<file path="src/rtl/tmod_arbiter_if.sv">
// Command channel between the arbiter and the temperature monitor slave.
// The arbiter drives op/opnd/valid and the monitor returns ready.
interface tmod_arbiter_if #(
    parameter int unsigned OPW = 3,
    parameter int unsigned DW  = 8
);
    logic [OPW-1:0] op;
    logic [DW-1:0]  opnd;
    logic           valid;
    logic           ready;

    modport master (output op, output opnd, output valid, input ready);
    modport slave  (input op, input opnd, input valid, output ready);
endinterface

</file>
<file path="src/rtl/tmod_arbiter.sv">
// Round-robin arbiter sharing the tmod command channel between N requesters.
// Optional bus_ready timeout abort is enabled by defining TMOD_ARB_TIMEOUT_EN.
module tmod_arbiter #(
    parameter int unsigned N       = 4,
    parameter int unsigned OPW     = 3,
    parameter int unsigned DW      = 8,
    parameter int unsigned TIMEOUT = 64
) (
    input  logic             clk,
    input  logic             reset_n,
    input  logic [N-1:0]     req,
    input  logic [N*OPW-1:0] req_op,
    input  logic [N*DW-1:0]  req_data,
    output logic [N-1:0]     gnt,
    output logic [N-1:0]     done,
    output logic [N-1:0]     err,
    tmod_arbiter_if.master   bus
);
    localparam int unsigned IW = (N > 1) ? $clog2(N) : 1;
    localparam int unsigned WW = 8;

    typedef enum logic [1:0] {S_IDLE, S_ISSUE, S_DONE} state_e;

    if (N < 2 || N > 8 || TIMEOUT == 0 || TIMEOUT > 255) begin : g_bad_param
        $error("tmod_arbiter: unsupported N or TIMEOUT");
    end

    state_e          state_q, state_d;
    logic [N-1:0]    gnt_q, gnt_d;
    logic [N-1:0]    done_q, done_d;
    logic [N-1:0]    err_q, err_d;
    logic [OPW-1:0]  op_q, op_d;
    logic [DW-1:0]   opnd_q, opnd_d;
    logic            valid_q, valid_d;
    logic [IW-1:0]   ptr_q, ptr_d;
    logic [IW-1:0]   win_q, win_d;
    logic [WW-1:0]   wait_cnt_q, wait_cnt_d;

    logic            pick_vld;
    logic [IW-1:0]   pick_idx;
    logic [IW-1:0]   cand;
    logic [OPW-1:0]  op_sel;
    logic [DW-1:0]   data_sel;
    logic [IW-1:0]   win_next;

    // First requester at or after the pointer; scanning backwards lets the lowest offset win.
    always_comb begin
        pick_vld = 1'b0;
        pick_idx = ptr_q;
        cand     = '0;
        for (int i = int'(N) - 1; i >= 0; i--) begin
            cand = IW'((32'(ptr_q) + 32'(i)) % N);
            if (req[cand]) begin
                pick_vld = 1'b1;
                pick_idx = cand;
            end
        end
    end

    always_comb begin
        op_sel   = '0;
        data_sel = '0;
        for (int i = 0; i < int'(N); i++) begin
            if (IW'(i) == pick_idx) begin
                op_sel   = req_op[i*OPW +: OPW];
                data_sel = req_data[i*DW +: DW];
            end
        end
    end

    assign win_next = (win_q == IW'(N - 1)) ? '0 : IW'(win_q + 1'b1);

    always_comb begin
        state_d    = state_q;
        gnt_d      = gnt_q;
        done_d     = '0;
        err_d      = '0;
        op_d       = op_q;
        opnd_d     = opnd_q;
        valid_d    = valid_q;
        ptr_d      = ptr_q;
        win_d      = win_q;
        wait_cnt_d = wait_cnt_q;
        case (state_q)
            S_IDLE: begin
                if (pick_vld) begin
                    win_d  = pick_idx;
                    op_d   = op_sel;
                    opnd_d = data_sel;
                    for (int i = 0; i < int'(N); i++) begin
                        gnt_d[i] = (IW'(i) == pick_idx);
                    end
                    if (op_sel != '0) begin
                        valid_d    = 1'b1;
                        wait_cnt_d = '0;
                        state_d    = S_ISSUE;
                    end else begin
                        state_d = S_DONE;
                    end
                end
            end
            S_ISSUE: begin
                if (valid_q && bus.ready) begin
                    valid_d = 1'b0;
                    state_d = S_DONE;
                end
`ifdef TMOD_ARB_TIMEOUT_EN
                else if (wait_cnt_q == WW'(TIMEOUT - 1)) begin
                    // Monitor never accepted: abort with err instead of done.
                    valid_d = 1'b0;
                    err_d   = gnt_q;
                    gnt_d   = '0;
                    op_d    = '0;
                    opnd_d  = '0;
                    ptr_d   = win_next;
                    state_d = S_IDLE;
                end else begin
                    wait_cnt_d = WW'(wait_cnt_q + 1'b1);
                end
`endif
            end
            S_DONE: begin
                done_d  = gnt_q;
                gnt_d   = '0;
                op_d    = '0;
                opnd_d  = '0;
                ptr_d   = win_next;
                state_d = S_IDLE;
            end
            default: begin
                state_d = S_IDLE;
                gnt_d   = '0;
                valid_d = 1'b0;
            end
        endcase
    end

    always_ff @(posedge clk or negedge reset_n) begin
        if (!reset_n) begin
            state_q    <= S_IDLE;
            gnt_q      <= '0;
            done_q     <= '0;
            err_q      <= '0;
            op_q       <= '0;
            opnd_q     <= '0;
            valid_q    <= 1'b0;
            ptr_q      <= '0;
            win_q      <= '0;
            wait_cnt_q <= '0;
        end else begin
            state_q    <= state_d;
            gnt_q      <= gnt_d;
            done_q     <= done_d;
            err_q      <= err_d;
            op_q       <= op_d;
            opnd_q     <= opnd_d;
            valid_q    <= valid_d;
            ptr_q      <= ptr_d;
            win_q      <= win_d;
            wait_cnt_q <= wait_cnt_d;
        end
    end

    assign gnt       = gnt_q;
    assign done      = done_q;
    assign err       = err_q;
    assign bus.op    = op_q;
    assign bus.opnd  = opnd_q;
    assign bus.valid = valid_q;
endmodule

</file>
<file path="src/flat_wrapper.sv">
// flat-port wrapper written by rule: the top's interface ports become plain ports
module tmod_arbiter_flat 
#(
    parameter int unsigned N       = 4,
    parameter int unsigned OPW     = 3,
    parameter int unsigned DW      = 8,
    parameter int unsigned TIMEOUT = 64
)
  (clk, reset_n, req, req_op, req_data, gnt, done, err, bus_op, bus_opnd, bus_valid, bus_ready);
  tmod_arbiter_if #(.OPW(OPW), .DW(DW)) bus_i ();
  input  logic clk;
  input  logic reset_n;
  input  logic [N-1:0] req;
  input  logic [N*OPW-1:0] req_op;
  input  logic [N*DW-1:0] req_data;
  output logic [N-1:0] gnt;
  output logic [N-1:0] done;
  output logic [N-1:0] err;
  output wire logic [$bits(bus_i.op)-1:0] bus_op;
  output wire logic [$bits(bus_i.opnd)-1:0] bus_opnd;
  output wire logic [$bits(bus_i.valid)-1:0] bus_valid;
  input wire logic [$bits(bus_i.ready)-1:0] bus_ready;
  assign bus_op = bus_i.op;
  assign bus_opnd = bus_i.opnd;
  assign bus_valid = bus_i.valid;
  assign bus_i.ready = bus_ready;
  tmod_arbiter #(.N(N), .OPW(OPW), .DW(DW), .TIMEOUT(TIMEOUT)) u_core (.clk(clk), .reset_n(reset_n), .req(req), .req_op(req_op), .req_data(req_data), .gnt(gnt), .done(done), .err(err), .bus(bus_i));
endmodule
</file>
<file path="config.mk">
export PLATFORM = sky130hd
export DESIGN_NAME = tmod_arbiter_flat
export DESIGN_NICKNAME = d
export VERILOG_FILES = /design/src/rtl/tmod_arbiter_if.sv /design/src/rtl/tmod_arbiter.sv /design/src/flat_wrapper.sv
export SDC_FILE = /design/constraint.sdc
export NUM_CORES = 1
export LEC_CHECK = 0
export ABC_AREA = 1
export ABC_CLOCK_PERIOD_IN_PS = 2100
export BUFFER_PORTS_ARGS = -buffer_cell sky130_fd_sc_hd__buf_2
export CORE_ASPECT_RATIO = 0.75
export CORE_MARGIN = 5
export CORE_UTILIZATION = 47
export CTS_CLUSTER_SIZE = 40
export DETAILED_ROUTE_END_ITERATION = 12
export GPL_TIMING_DRIVEN = 1
export PLACE_DENSITY_LB_ADDON = 0.3
export SYNTH_ARGS = -nofsm -noshare
export SYNTH_HDL_FRONTEND = slang
export SYNTH_SLANG_ARGS = --single-unit
</file>
<file path="constraint.sdc">
create_clock -name clk -period 2.1 [get_ports clk]
set_input_delay 0.42 -clock clk [delete_from_list [all_inputs] [get_ports clk]]
set_output_delay 0.42 -clock clk [all_outputs]
set_load 0.01 [all_outputs]
</file>
==> metrics.txt <==
# TYPE chip_impl_metric gauge
chip_impl_metric{name="first_pass_grt_wire_length",unit="µm"} 7560
chip_impl_info{name="cp-startpoint",value="u_core.ptr_q[1]$_DFFE_PN0P_"} 1
chip_impl_metric{name="max_slew_margin_vs_limit",unit="%"} 61.3
chip_impl_metric{name="compound_gate_portion_of_the_synthesized_area",unit="%"} 15.9
chip_impl_metric{name="worst_slew_pin_slew",unit="ns"} 0.580
chip_impl_metric{name="core.rowCount",unit=""} 18
chip_impl_info{name="clk_root_buffer_cell",value="sky130_fd_sc_hd__clkbuf_8"} 1
chip_impl_metric{name="globalRoute.totalOverflow",unit=""} 0
chip_impl_metric{name="die_h",unit="µm"} 61.0
chip_impl_metric{name="insertion_delay",unit="ns"} 0.27
chip_impl_info{name="rr_startpoint",value="u_core.ptr_q[1]$_DFFE_PN0P_"} 1
chip_impl_metric{name="netlist_area",unit="µm²"} 1630
chip_impl_metric{name="grt_pass1_vias",unit=""} 1654
chip_impl_metric{name="gp_routability_congestion",unit=""} 0.880
chip_impl_info{name="min_path_type",value="in2async"} 1
chip_impl_metric{name="num-nets-final",unit=""} 371
chip_impl_metric{name="detail_route.first_pass.iterations",unit=""} 7
chip_impl_info{name="most-common-layout-cells",value="sky130_fd_sc_hd__buf_2 (70), sky130_fd_sc_hd__nand2_1 (47), sky130_fd_sc_hd__dfrtp_1 (25)"} 1
chip_impl_metric{name="drt_drc_violations_left",unit=""} 0
chip_impl_info{name="timing_worst_setup_path_type",value="reg2reg"} 1
chip_impl_metric{name="htreeDepth",unit=""} 1
chip_impl_metric{name="post-dp-hpwl",unit="µm"} 3670
chip_impl_metric{name="syn_to_final_growth",unit="%"} 53.3
chip_impl_metric{name="n_antenna_cell",unit=""} 0
chip_impl_metric{name="synth_enable_flop_cells",unit=""} 0
chip_impl_info{name="end_kind",value="flop"} 1
chip_impl_metric{name="synth_cells",unit=""} 225
chip_impl_metric{name="dr_total_vias",unit=""} 1961
chip_impl_info{name="most_common_cell_after_layout_fill_and_taps_aside",value="sky130_fd_sc_hd__buf_2"} 1
chip_impl_metric{name="synth_mux_area_share",unit="%"} 0
chip_impl_metric{name="worst_setup_skew_after_layout",unit="ns"} 0.00263
chip_impl_info{name="failed_checks",value="setup timing"} 1
chip_impl_metric{name="clk_pin_slew",unit="ns"} 0.09
chip_impl_metric{name="fraction_of_registers_with_async_set_or_reset_after_synthesis",unit="%"} 100
chip_impl_metric{name="detailedRoute.firstIterationViolations",unit=""} 102
chip_impl_metric{name="coreArea",unit="µm²"} 3310
chip_impl_metric{name="min_period",unit="ns"} 2.21
chip_impl_metric{name="clock.fmax",unit="MHz"} 453
chip_impl_metric{name="route.detailed.vias_per_inst",unit=""} 5.48
chip_impl_metric{name="numClockSinks",unit=""} 26
chip_impl_metric{name="cap_viol_max_count",unit=""} 0
chip_impl_metric{name="slew_violations",unit=""} 0
chip_impl_metric{name="postRouteAntennaNets",unit=""} 0
chip_impl_metric{name="drive_gt1_share",unit="%"} 47.5
chip_impl_metric{name="number_of_input_and_output_port_buffers_inserted",unit=""} 70
chip_impl_metric{name="grt_antenna_before_repair",unit=""} 0
chip_impl_metric{name="die_width",unit="µm"} 78.0
chip_impl_info{name="rsz0062_at_grt",value="true"} 1
chip_impl_metric{name="die_area",unit="µm²"} 4760
chip_impl_info{name="result_of_the_run",value="complete, but fails checks"} 1
chip_impl_metric{name="power.ir.vdd_worst",unit="µV"} 1430
chip_impl_metric{name="final_critical_path_setup_slack",unit="ns"} -0.109
chip_impl_metric{name="finalWirelength",unit="µm"} 5780
chip_impl_metric{name="ff_latch_count_synth",unit=""} 26
chip_impl_metric{name="p_leak",unit="µW"} 0.00133
chip_impl_metric{name="placed_cells",unit=""} 339
chip_impl_metric{name="floorplan.initialDensity",unit="%"} 49.2
chip_impl_metric{name="wl_per_cell",unit="µm"} 16.1
chip_impl_metric{name="r2r_setup_slack",unit="ns"} -0.11
chip_impl_info{name="postSynth.topFlopCell",value="sky130_fd_sc_hd__dfrtp_1"} 1
chip_impl_metric{name="report.final.setup_viol",unit=""} 4
chip_impl_metric{name="cts.path.max_buffers",unit=""} 2
chip_impl_metric{name="cts_buffers",unit=""} 3
chip_impl_metric{name="synth.lib_cells_used.distinct",unit=""} 28
chip_impl_metric{name="syn-mean-instance-area",unit="µm²"} 7.24
chip_impl_metric{name="post_layout_nonfiller_instances",unit=""} 358
chip_impl_metric{name="synthSimpleGateAreaFrac",unit="%"} 31.3
chip_impl_metric{name="post-place-ws",unit="ns"} -0.0802
chip_impl_info{name="tritoncts",value="yes"} 1
chip_impl_metric{name="largest_net_degree_at_the_start_of_global_routing",unit=""} 27
chip_impl_metric{name="design.portCount",unit=""} 75
chip_impl_info{name="main_combinational_cell_family_by_area_after_synthesis",value="simple AND/OR/NAND/NOR gates"} 1
chip_impl_metric{name="cp_data_required_time",unit="ns"} 2.27
chip_impl_metric{name="synth-adder-area-share",unit="%"} 0.768
chip_impl_metric{name="hold_violations",unit=""} 0
chip_impl_metric{name="cts_hold_repair.buffers",unit=""} 0
chip_impl_metric{name="grt_usage",unit="%"} 20.0
chip_impl_metric{name="final.period_utilization",unit="%"} 105
chip_impl_metric{name="power_density",unit="nW/µm²"} 2010
chip_impl_metric{name="timing.critical_path.arrival",unit="ns"} 2.38
chip_impl_metric{name="yosysWarningCount",unit=""} 0
chip_impl_info{name="timing.critical_path.from_type",value="flop"} 1
chip_impl_metric{name="synth_xor_xnor_area_share",unit="%"} 0
chip_impl_metric{name="critical_path_peak_fanout",unit=""} 6
chip_impl_metric{name="share_of_synthesized_area_occupied_by_flip_flops_and_latches",unit="%"} 39.9
[final cells by class]
type	count	area [µm²]
Tap cell	40	50.0
Fill cell	233	813
Sequential cell	26	652
Timing Repair inverter	1	7.51
Clock inverter	1	30.0
Clock buffer	3	41.3
Multi-Input combinational cell	165	1010
Inverter	26	116
Timing Repair Buffer	96	593
[stage by stage]
step           util (%)  area [µm²]  TNS (ns)  total power, µW  hold WS, ns
2_1_floorplan         -        1640         0             2550        0.124
3_3_place_gp       62.3        2060    -0.143             3260        0.450
3_5_place_dp       62.3        2060    -0.236             3310        0.452
4_1_cts            65.6        2170  -0.00628             3860        0.150
5_1_grt            75.4        2500     -1.92             5380        0.177
6_report           75.4        2500    -0.307             5010        0.133
[Yosys cell counts, types with 2 or more instances]
master / instances / area, µm²
sky130_fd_sc_hd__clkbuf_1: 3 / 11.3
sky130_fd_sc_hd__nand2_1: 61 / 229
sky130_fd_sc_hd__o22ai_1: 5 / 31.3
sky130_fd_sc_hd__nand4_1: 4 / 25.0
sky130_fd_sc_hd__inv_1: 23 / 86.3
sky130_fd_sc_hd__nand2_2: 7 / 43.8
sky130_fd_sc_hd__inv_2: 2 / 7.51
sky130_fd_sc_hd__dfrtp_1: 26 / 651
sky130_fd_sc_hd__o21ai_0: 26 / 130
sky130_fd_sc_hd__buf_6: 3 / 33.8
sky130_fd_sc_hd__nor2_1: 19 / 71.3
sky130_fd_sc_hd__o211ai_1: 8 / 60.1
sky130_fd_sc_hd__nand3_1: 18 / 90.1
sky130_fd_sc_hd__o31ai_1: 2 / 15.0
sky130_fd_sc_hd__buf_4: 5 / 37.5
[critical path, cell delays in order, from the launching register on]
cell                      delay (ns)
sky130_fd_sc_hd__dfrtp_2        0.49
sky130_fd_sc_hd__inv_4          0.12
sky130_fd_sc_hd__nand2_1        0.08
sky130_fd_sc_hd__nand2_2        0.08
sky130_fd_sc_hd__nand2_2        0.08
sky130_fd_sc_hd__nand2_1        0.07
sky130_fd_sc_hd__inv_1          0.05
sky130_fd_sc_hd__nand2_2        0.12
sky130_fd_sc_hd__nand3_2        0.11
sky130_fd_sc_hd__nand2_4        0.14
sky130_fd_sc_hd__nand2_8        0.09
sky130_fd_sc_hd__inv_2          0.11
sky130_fd_sc_hd__nand3_1        0.10
sky130_fd_sc_hd__nand3_1        0.14
sky130_fd_sc_hd__nor2_4         0.06
sky130_fd_sc_hd__nand3_4        0.09
sky130_fd_sc_hd__nand2_2        0.06
sky130_fd_sc_hd__nand2_1        0.07
sky130_fd_sc_hd__nand2_1        0.05
[path summary, 6_finish.rpt]
check,to,depth (start not counted)
max,u_core.bus.valid$_DFFE_PN0P_,18
min,u_core.done[0]$_DFF_PN0_,1
max reg2reg,u_core.bus.valid$_DFFE_PN0P_,18
min reg2reg,u_core.bus.opnd[1]$_DFFE_PN0P_,2
max in group asynchronous,u_core.ptr_q[1]$_DFFE_PN0P_,1
min in group clk,u_core.bus.opnd[3]$_DFFE_PN0P_,3
[flip-flops by register name (all words and copies together) (netlist names)]
name / count
u_core.done: 4
u_core.bus.valid: 1
u_core.gnt: 4
u_core.ptr_q: 2
u_core.state_q: 2
u_core.bus.op: 3
u_core.win_q: 2
u_core.bus.opnd: 8
[timing repair]
item                                    4_1_cts  5_1_grt
endpoints found under the setup margin        4       19
pin swaps                                     1       28
cloned                                        1        1
buffers inserted                              3       10
gates resized for setup                       3       73
[cells by family (layout without fill, tap and decap cells)]
family          Yosys count  count (layout)
buf+inv                  38             127
flops                    26              26
compound gates           44              44
simple gates            115             116
other cells               1               4
fa+ha+maj                 1               1
[layer usage]
layer / global-route usage (%) / share of wire, %
met2: 32.0 / 50
met3: 4.90 / 8.5
met4: 5.06 / 2.5
met1: 27.6 / 39
met5: 0 / 0
[where the power goes]
group / leakage [µW] / switching [µW] / internal, µW / total (µW)
combinational: 0.000960 / 2180 / 1560 / 3740
clock: 0.0000357 / 160 / 255 / 415
sequential: 0.000331 / 142 / 715 / 857
total: 0.00133 / 2480 / 2530 / 5010
Note: power is estimated with default switching activity, not from simulation.
